**src/rtl/relu_wb_sched.sv**
```systemverilog
// relu_wb_sched: write-back scheduler behind the ReLU stage.
// Captures CO-channel ReLU words into a DEPTH-entry FIFO and serialises
// them one channel per beat onto a valid/ready write port with a
// channel-major feature-map address (ch*OW*OH + pix).
// Ports:
//   clk, reset        clock, asynchronous active-high reset
//   start             one-cycle pulse starting a pass (IDLE only)
//   relu_valid/out    incoming pixel word, channel c at [c*AB_BW +: AB_BW]
//   wb_valid/ready    write-port handshake
//   wb_data/addr      channel value and its feature-map address
//   busy, done        pass in progress / one-cycle end-of-pass pulse
//   overflow          sticky: a word was dropped during this pass
module relu_wb_sched #(
  parameter int CO      = 16,
  parameter int AB_BW   = 32,
  parameter int OW      = 8,
  parameter int OH      = 8,
  parameter int DEPTH   = 4,
  parameter int ADDR_BW = 16
) (
  input  logic                  clk,
  input  logic                  reset,
  input  logic                  start,
  input  logic                  relu_valid,
  input  logic [CO*AB_BW-1:0]   relu_out,
  output logic                  wb_valid,
  input  logic                  wb_ready,
  output logic [AB_BW-1:0]      wb_data,
  output logic [ADDR_BW-1:0]    wb_addr,
  output logic                  busy,
  output logic                  done,
  output logic                  overflow
);
  localparam int NPIX  = OW * OH;
  localparam int CH_W  = (CO > 1) ? $clog2(CO) : 1;
  localparam int PTR_W = $clog2(DEPTH);
  localparam int CNT_W = PTR_W + 1;

  typedef enum logic [1:0] {IDLE, RUN, DONE} state_t;
  typedef logic [CO-1:0][AB_BW-1:0] word_t;

  state_t              state_q, state_d;
  word_t               mem_q [DEPTH];
  word_t               mem_d [DEPTH];
  logic [PTR_W-1:0]    wr_ptr_q, wr_ptr_d, rd_ptr_q, rd_ptr_d;
  logic [CNT_W-1:0]    cnt_q, cnt_d;
  logic [ADDR_BW:0]    in_cnt_q, in_cnt_d;  // one extra bit: reaches NPIX
  logic [ADDR_BW-1:0]  pix_q, pix_d;
  logic [CH_W-1:0]     ch_q, ch_d;
  logic                ovf_q, ovf_d;

  logic run, full, empty, accept, last_ch, pop, push, drop, room;

  assign run     = (state_q == RUN);
  assign full    = (cnt_q == CNT_W'(DEPTH));
  assign empty   = (cnt_q == '0);
  assign last_ch = (ch_q == CH_W'(CO - 1));
  assign accept  = wb_valid && wb_ready;
  assign pop     = accept && last_ch;
  // A full FIFO still takes a word when its head retires this cycle.
  assign room    = (in_cnt_q < (ADDR_BW + 1)'(NPIX)) && (!full || pop);
  assign push    = run && relu_valid && room;
  assign drop    = run && relu_valid && !room;

  // Outputs are gated by wb_valid so they read 0 whenever no beat is offered.
  assign wb_valid = run && !empty;
  assign wb_data  = wb_valid ? mem_q[rd_ptr_q][ch_q] : '0;
  assign wb_addr  = wb_valid ? (ADDR_BW'(ch_q) * ADDR_BW'(NPIX) + pix_q) : '0;
  assign busy     = run;
  assign done     = (state_q == DONE);
  assign overflow = ovf_q;

  always_comb begin
    state_d  = state_q;
    mem_d    = mem_q;
    wr_ptr_d = wr_ptr_q;
    rd_ptr_d = rd_ptr_q;
    cnt_d    = cnt_q;
    in_cnt_d = in_cnt_q;
    pix_d    = pix_q;
    ch_d     = ch_q;
    ovf_d    = ovf_q;
    case (state_q)
      IDLE: begin
        if (start) begin
          state_d  = RUN;
          wr_ptr_d = '0;
          rd_ptr_d = '0;
          cnt_d    = '0;
          in_cnt_d = '0;
          pix_d    = '0;
          ch_d     = '0;
          ovf_d    = 1'b0;
        end
      end
      RUN: begin
        if (accept) begin
          if (last_ch) begin
            ch_d     = '0;
            pix_d    = pix_q + 1'b1;
            rd_ptr_d = rd_ptr_q + 1'b1;
            if (pix_q == ADDR_BW'(NPIX - 1)) state_d = DONE;
          end else begin
            ch_d = ch_q + 1'b1;
          end
        end
        // Write slot may equal the head being popped; the head is read
        // combinationally this cycle, so overwriting at the edge is safe.
        if (push) begin
          mem_d[wr_ptr_q] = word_t'(relu_out);
          wr_ptr_d        = wr_ptr_q + 1'b1;
          in_cnt_d        = in_cnt_q + 1'b1;
        end
        case ({push, pop})
          2'b10:   cnt_d = cnt_q + 1'b1;
          2'b01:   cnt_d = cnt_q - 1'b1;
          default: cnt_d = cnt_q;
        endcase
        if (drop) ovf_d = 1'b1;
      end
      DONE:    state_d = IDLE;
      default: state_d = IDLE;
    endcase
  end

  always_ff @(posedge clk or posedge reset) begin
    if (reset) begin
      state_q  <= IDLE;
      for (int i = 0; i < DEPTH; i++) mem_q[i] <= '0;
      wr_ptr_q <= '0;
      rd_ptr_q <= '0;
      cnt_q    <= '0;
      in_cnt_q <= '0;
      pix_q    <= '0;
      ch_q     <= '0;
      ovf_q    <= 1'b0;
    end else begin
      state_q  <= state_d;
      mem_q    <= mem_d;
      wr_ptr_q <= wr_ptr_d;
      rd_ptr_q <= rd_ptr_d;
      cnt_q    <= cnt_d;
      in_cnt_q <= in_cnt_d;
      pix_q    <= pix_d;
      ch_q     <= ch_d;
      ovf_q    <= ovf_d;
    end
  end
endmodule
```
**config.mk**
```make
export PLATFORM = sky130hd
export DESIGN_NAME = relu_wb_sched
export DESIGN_NICKNAME = d
export VERILOG_FILES = /design/src/rtl/relu_wb_sched.sv
export SDC_FILE = /design/constraint.sdc
export NUM_CORES = 2
export LEC_CHECK = 0
export BUFFER_PORTS_ARGS = -buffer_cell sky130_fd_sc_hd__buf_2
export CAP_MARGIN = 10
export CORE_MARGIN = 5
export CORE_UTILIZATION = 55
export DETAILED_ROUTE_END_ITERATION = 6
export GPL_TIMING_DRIVEN = 0
export PLACE_DENSITY = 0.71
export SYNTH_ARGS = -nofsm -noshare
export SYNTH_HDL_FRONTEND = slang
export SYNTH_SLANG_ARGS = --single-unit
```
**constraint.sdc**
```tcl
create_clock -name clk -period 195.1 [get_ports clk]
set_clock_uncertainty 0.1 [all_clocks]
set_input_delay 9.755 -clock clk [delete_from_list [all_inputs] [get_ports clk]]
set_output_delay 9.755 -clock clk [all_outputs]
set_load 0.02 [all_outputs]
```
==> results by stage <==
Power:
- Of the total power, the share spent switching nets is 0.464.
- The power share of the sequential group is 0.334.
- The reported leakage power is 0.0576 µW.
- The power share of the clock group is 0.194.
- For this design the ratio of total power to cell area is 20.0 mW/mm².
- The internal cell power is 1180 µW.
- The maximum resistive drop on vdd is 0.0120 mV.
- The analysis attributes to net switching a power of 1020 µW.
- The combinational cell fraction of total power is 0.472.

Yosys:
- The average instance in the mapped netlist occupies 9.32 µm².
- The register bit total from synthesis is 2095.
- The top cell type's share of synthesized area is 0.544.
- The sequential-to-total area share from yosys stat is 0.544.
- The share of synthesized flip-flops with an asynchronous set or reset is 1.00.
- The netlist uses 83 different library cells.
- By area the synthesized netlist is led by sky130_fd_sc_hd__dfrtp_1 (54%), sky130_fd_sc_hd__nand2_1 (24%), sky130_fd_sc_hd__mux4_2 (9.6%).
- The warning count from the yosys run is 0.
- Ranked by instance count, the synthesized netlist is headed by sky130_fd_sc_hd__nand2_1 (6193), sky130_fd_sc_hd__dfrtp_1 (2095), sky130_fd_sc_hd__buf_2 (431).
- sky130_fd_sc_hd__dfrtp_1 takes more of the synthesized area than any other cell.
- The number of enable-type register cells in the synthesized netlist is 0.
- Among all flip-flop cells after synthesis, the most frequent one is sky130_fd_sc_hd__dfrtp_1.
- The net count of the mapped netlist is 10900.
- The number of instances in the synthesized netlist is 10400.
- In the post-synthesis netlist, the cell with the most instances is sky130_fd_sc_hd__nand2_1.
- The mapped netlist covers 0.0964 mm².

Timing:
- Once routing completed, OpenROAD measured the worst setup slack at 178580 ps.
- The final hold violation count was 0.
- The accumulated negative setup slack is 0 ps.
- The final-report max-slew violation count was 20.
- The post-route fraction of the period consumed by the critical path is 0.0847.
- Timing would allow up to 0.0605 GHz.
- The headroom to the max-slew limit is -0.00682.
- Setup repair after global routing left no endpoint under its margin.
- After layout, the minimum clock period comes to 16530 ps.
- Setup violations remaining at the end of the flow were counted as 0.
- The actual slew at the worst max-slew pin is 1510 ps.

Clock tree:
- TritonCTS built the clock tree.
- In this run, CTS created clock tree buffers numbering 217.
- The tree built by TritonCTS fans out to 2095 sinks.
- The buffer depth of the longest clock path is 3.
- The clock reaches the later pin of the worst-skew pair after 880 ps.
- After clock tree synthesis, the clock-pin slew on the worst setup and hold paths is 60 ps.
- The count of buffers added by post-CTS timing repair for setup is 0.
- Hold repair after CTS inserted 0 buffers.
- In this run, post-CTS repair resized a total of 0 instances.
- The clock tree synthesis step divided the H-tree into 4 levels.
- The tree is rooted in a sky130_fd_sc_hd__clkbuf_16.

Status:
- The run finished, with violations left.
- The checks that failed: DRC, capacitance limit, slew limit.

Setup path:
- The internal reg-to-reg setup slack is 190880 ps.
- In this run the critical register-to-register path is launched from ch_q[1].
- Data on the critical path is required at its endpoint by 185250 ps.
- The delay contributed by the slowest stage of the critical path is 940 ps.
- The critical setup path kind is flip-flop to output pin.
- The critical path contains buffers and inverters numbering 6 combined.
- The signal on the critical path passes through buf_4, buf_4, buf_4, buf_2, buf_2, mux2i_1, o21ai_0, a21oi_1, nor3_1, buf_2.
- In this run the worst path has a maximum fanout of 10.
- The path depth of the worst reg2reg path is 10.
- The cell at the slowest stage of the critical path is sky130_fd_sc_hd__buf_2.
- The kind of end point of the critical path is an output pin.
- The capturing point of the worst reg2reg path is mem_q[1303].
- The cell family contributing the most delay on the critical path is buffers and inverters.
- The type of element launching the critical path is a flip-flop.
- The arrival time of the worst setup path is 6670 ps.

Place:
- During placement, the flow inserted port buffers numbering 568.
- Prior to clock tree synthesis, the placed netlist has a worst setup slack of 180000 ps.
- The post-DP HPWL is 325 mm.
- The final estimated routing congestion in global placement is 1.08.

Die:
- The region available for standard cell placement spans 0.174 mm².
- For this configuration, the core starts out at a cell density of 0.554.
- The die extent in y is 429 µm.
- The site row count is 153.
- The floorplan step set the die width to 429 µm.
- Pin placement for this block handled 569 I/O pins.
- The full die area is 0.184 mm².

Global route:
- Entering global routing, the biggest net connects 136 pins.
- The via count of the first global-routing pass is 81500.
- The initial antenna violation count was 178.
- The first global-routing pass estimated 629 mm of wire.
- The total global-route track usage is 0.490.
- The remaining global-route overflow is 0.

Detailed routing:
- The wire length per cell after detailed routing is 33.1 µm.
- The via total after detailed routing is 86700.
- The number of iterations in the first detailed-routing pass is 7.
- Wires add up to 457 mm.
- The detail route stage leaves a number of antenna-violating nets equal to 0.
- After detailed routing, the number of remaining DRC violations is 2.
- The detailed router finished its first iteration with 14100 violations.
- The via density per instance is 6.28.

Worst hold path:
- The worst hold path terminates at mem_q[120].
- The worst hold path begins at mem_q[120].
- The path type of the worst min-delay path is flip-flop to flip-flop.
- The worst hold path was traced through 2 stages.

Finish:
- Of the cells placed in the final design, the portion with a size suffix greater than 1 is 0.171.
- The number of nets at the end of the flow is 11700.
- Relative to the synthesized area, the layout overhead comes to 14.4%.

Run:
- Max-cap violations in this run came to 3.
==> how the worst max path moves through the flow <==
stage / startpoint / end / slack (ps) / cells after the start
after floorplan: reset / ch_q[0] / 126060 / 1
after global placement: reset / mem_q[1197] / 104570 / 2
after detailed placement: ch_q[0] / wb_data[21] / 180000 / 10
after CTS: ch_q[0] / wb_data[21] / 179080 / 10
after global routing: ch_q[0] / wb_data[10] / 179040 / 10
final: ch_q[0] / wb_data[21] / 178580 / 10
==> worst register-to-register path, stage by stage (launching register included) <==
cell                       delay (ps)
sky130_fd_sc_hd__dfrtp_1          630
sky130_fd_sc_hd__ha_1             360
sky130_fd_sc_hd__nand4_1          170
sky130_fd_sc_hd__nand2b_1         120
sky130_fd_sc_hd__buf_2            200
sky130_fd_sc_hd__and3_1           200
sky130_fd_sc_hd__clkbuf_1         990
sky130_fd_sc_hd__buf_2            770
sky130_fd_sc_hd__buf_2            440
sky130_fd_sc_hd__nand2_1           90
sky130_fd_sc_hd__nand2_1           80
==> cell families (layout without fill, tap and decap cells) <==
family | after synthesis | after routing | share of synthesized area
flops | 2095 | 2095 | 0.544
compound gates | 355 | 355 | 0.0260
mux | 764 | 764 | 0.133
simple gates | 6434 | 6434 | 0.255
fa+ha+maj | 13 | 13 | 0.00184
other cells | 0 | 138 | 0
buf+inv | 673 | 1666 | 0.0388
xor+xnor | 17 | 17 | 0.00154
==> power by group through the flow <==
| stage | combinational [µW] | sequential, µW | clock [µW] |
|---|---|---|---|
| after floorplan | 537 | 715 | 0 |
| after global placement | 955 | 739 | 0 |
| after detailed placement | 977 | 737 | 0 |
| after CTS | 981 | 731 | 425 |
| after global routing | 1050 | 754 | 443 |
| final | 1040 | 737 | 428 |
==> registers in the layout (all words and copies together) (netlist names) <==
| name | count |
|---|---|
| cnt_q | 3 |
| state_q | 2 |
| overflow | 1 |
| rd_ptr_q | 2 |
| pix_q | 16 |
| in_cnt_q | 17 |
| ch_q | 4 |
| wr_ptr_q | 2 |
| mem_q | 2048 |
==> area by class of cell <==
type                       instances  area (µm²)
sequential                      2095       52400
fill                           14600       63800
tap                             2325        2910
clock buffer                     344        6530
antenna                          138         345
clock inverter                    55         641
multi-input combinational       7583       40300
inverter                          11        48.8
buffer                           662        3710
timing repair buffer             594        3490
==> through the flow <==
step                power [µW]  cell area, µm²  hold WS, ps  std cells  utilization
CTS                       2140          110000          363      13700        0.631
finish                    2210          110000          361      13800        0.634
detailed placement        1710          103000          350      13300        0.590
global placement          1690          102000          343      13200        0.587
global route              2250          110000          377      13700        0.633
floorplan                 1250           96400          330      10400            -
==> routing by layer <==
| metal | vias to the layer above | track usage | routed length, µm |
|---|---|---|---|
| met1 | 42500 | 0.594 | 151000 |
| met3 | 1964 | 0.195 | 67300 |
| li1 | 35100 | - | - |
| met4 | 38 | 0.459 | 53700 |
| met2 | 7119 | 0.664 | 185000 |
| met5 | - | 0 | 284 |
==> cells in the final DEF (no fill, tap or decap), types with 57 or more instances in the layout <==
master                      count
sky130_fd_sc_hd__nand2_1     6193
sky130_fd_sc_hd__dfrtp_1     2095
sky130_fd_sc_hd__buf_2       1001
sky130_fd_sc_hd__mux4_2       411
sky130_fd_sc_hd__mux2i_1      321
sky130_fd_sc_hd__clkbuf_16    224
sky130_fd_sc_hd__clkbuf_1     171
sky130_fd_sc_hd__diode_2      138
sky130_fd_sc_hd__a22oi_1       99
sky130_fd_sc_hd__buf_4         62
sky130_fd_sc_hd__o22ai_1       57
Power figures use the tool's default switching activity.
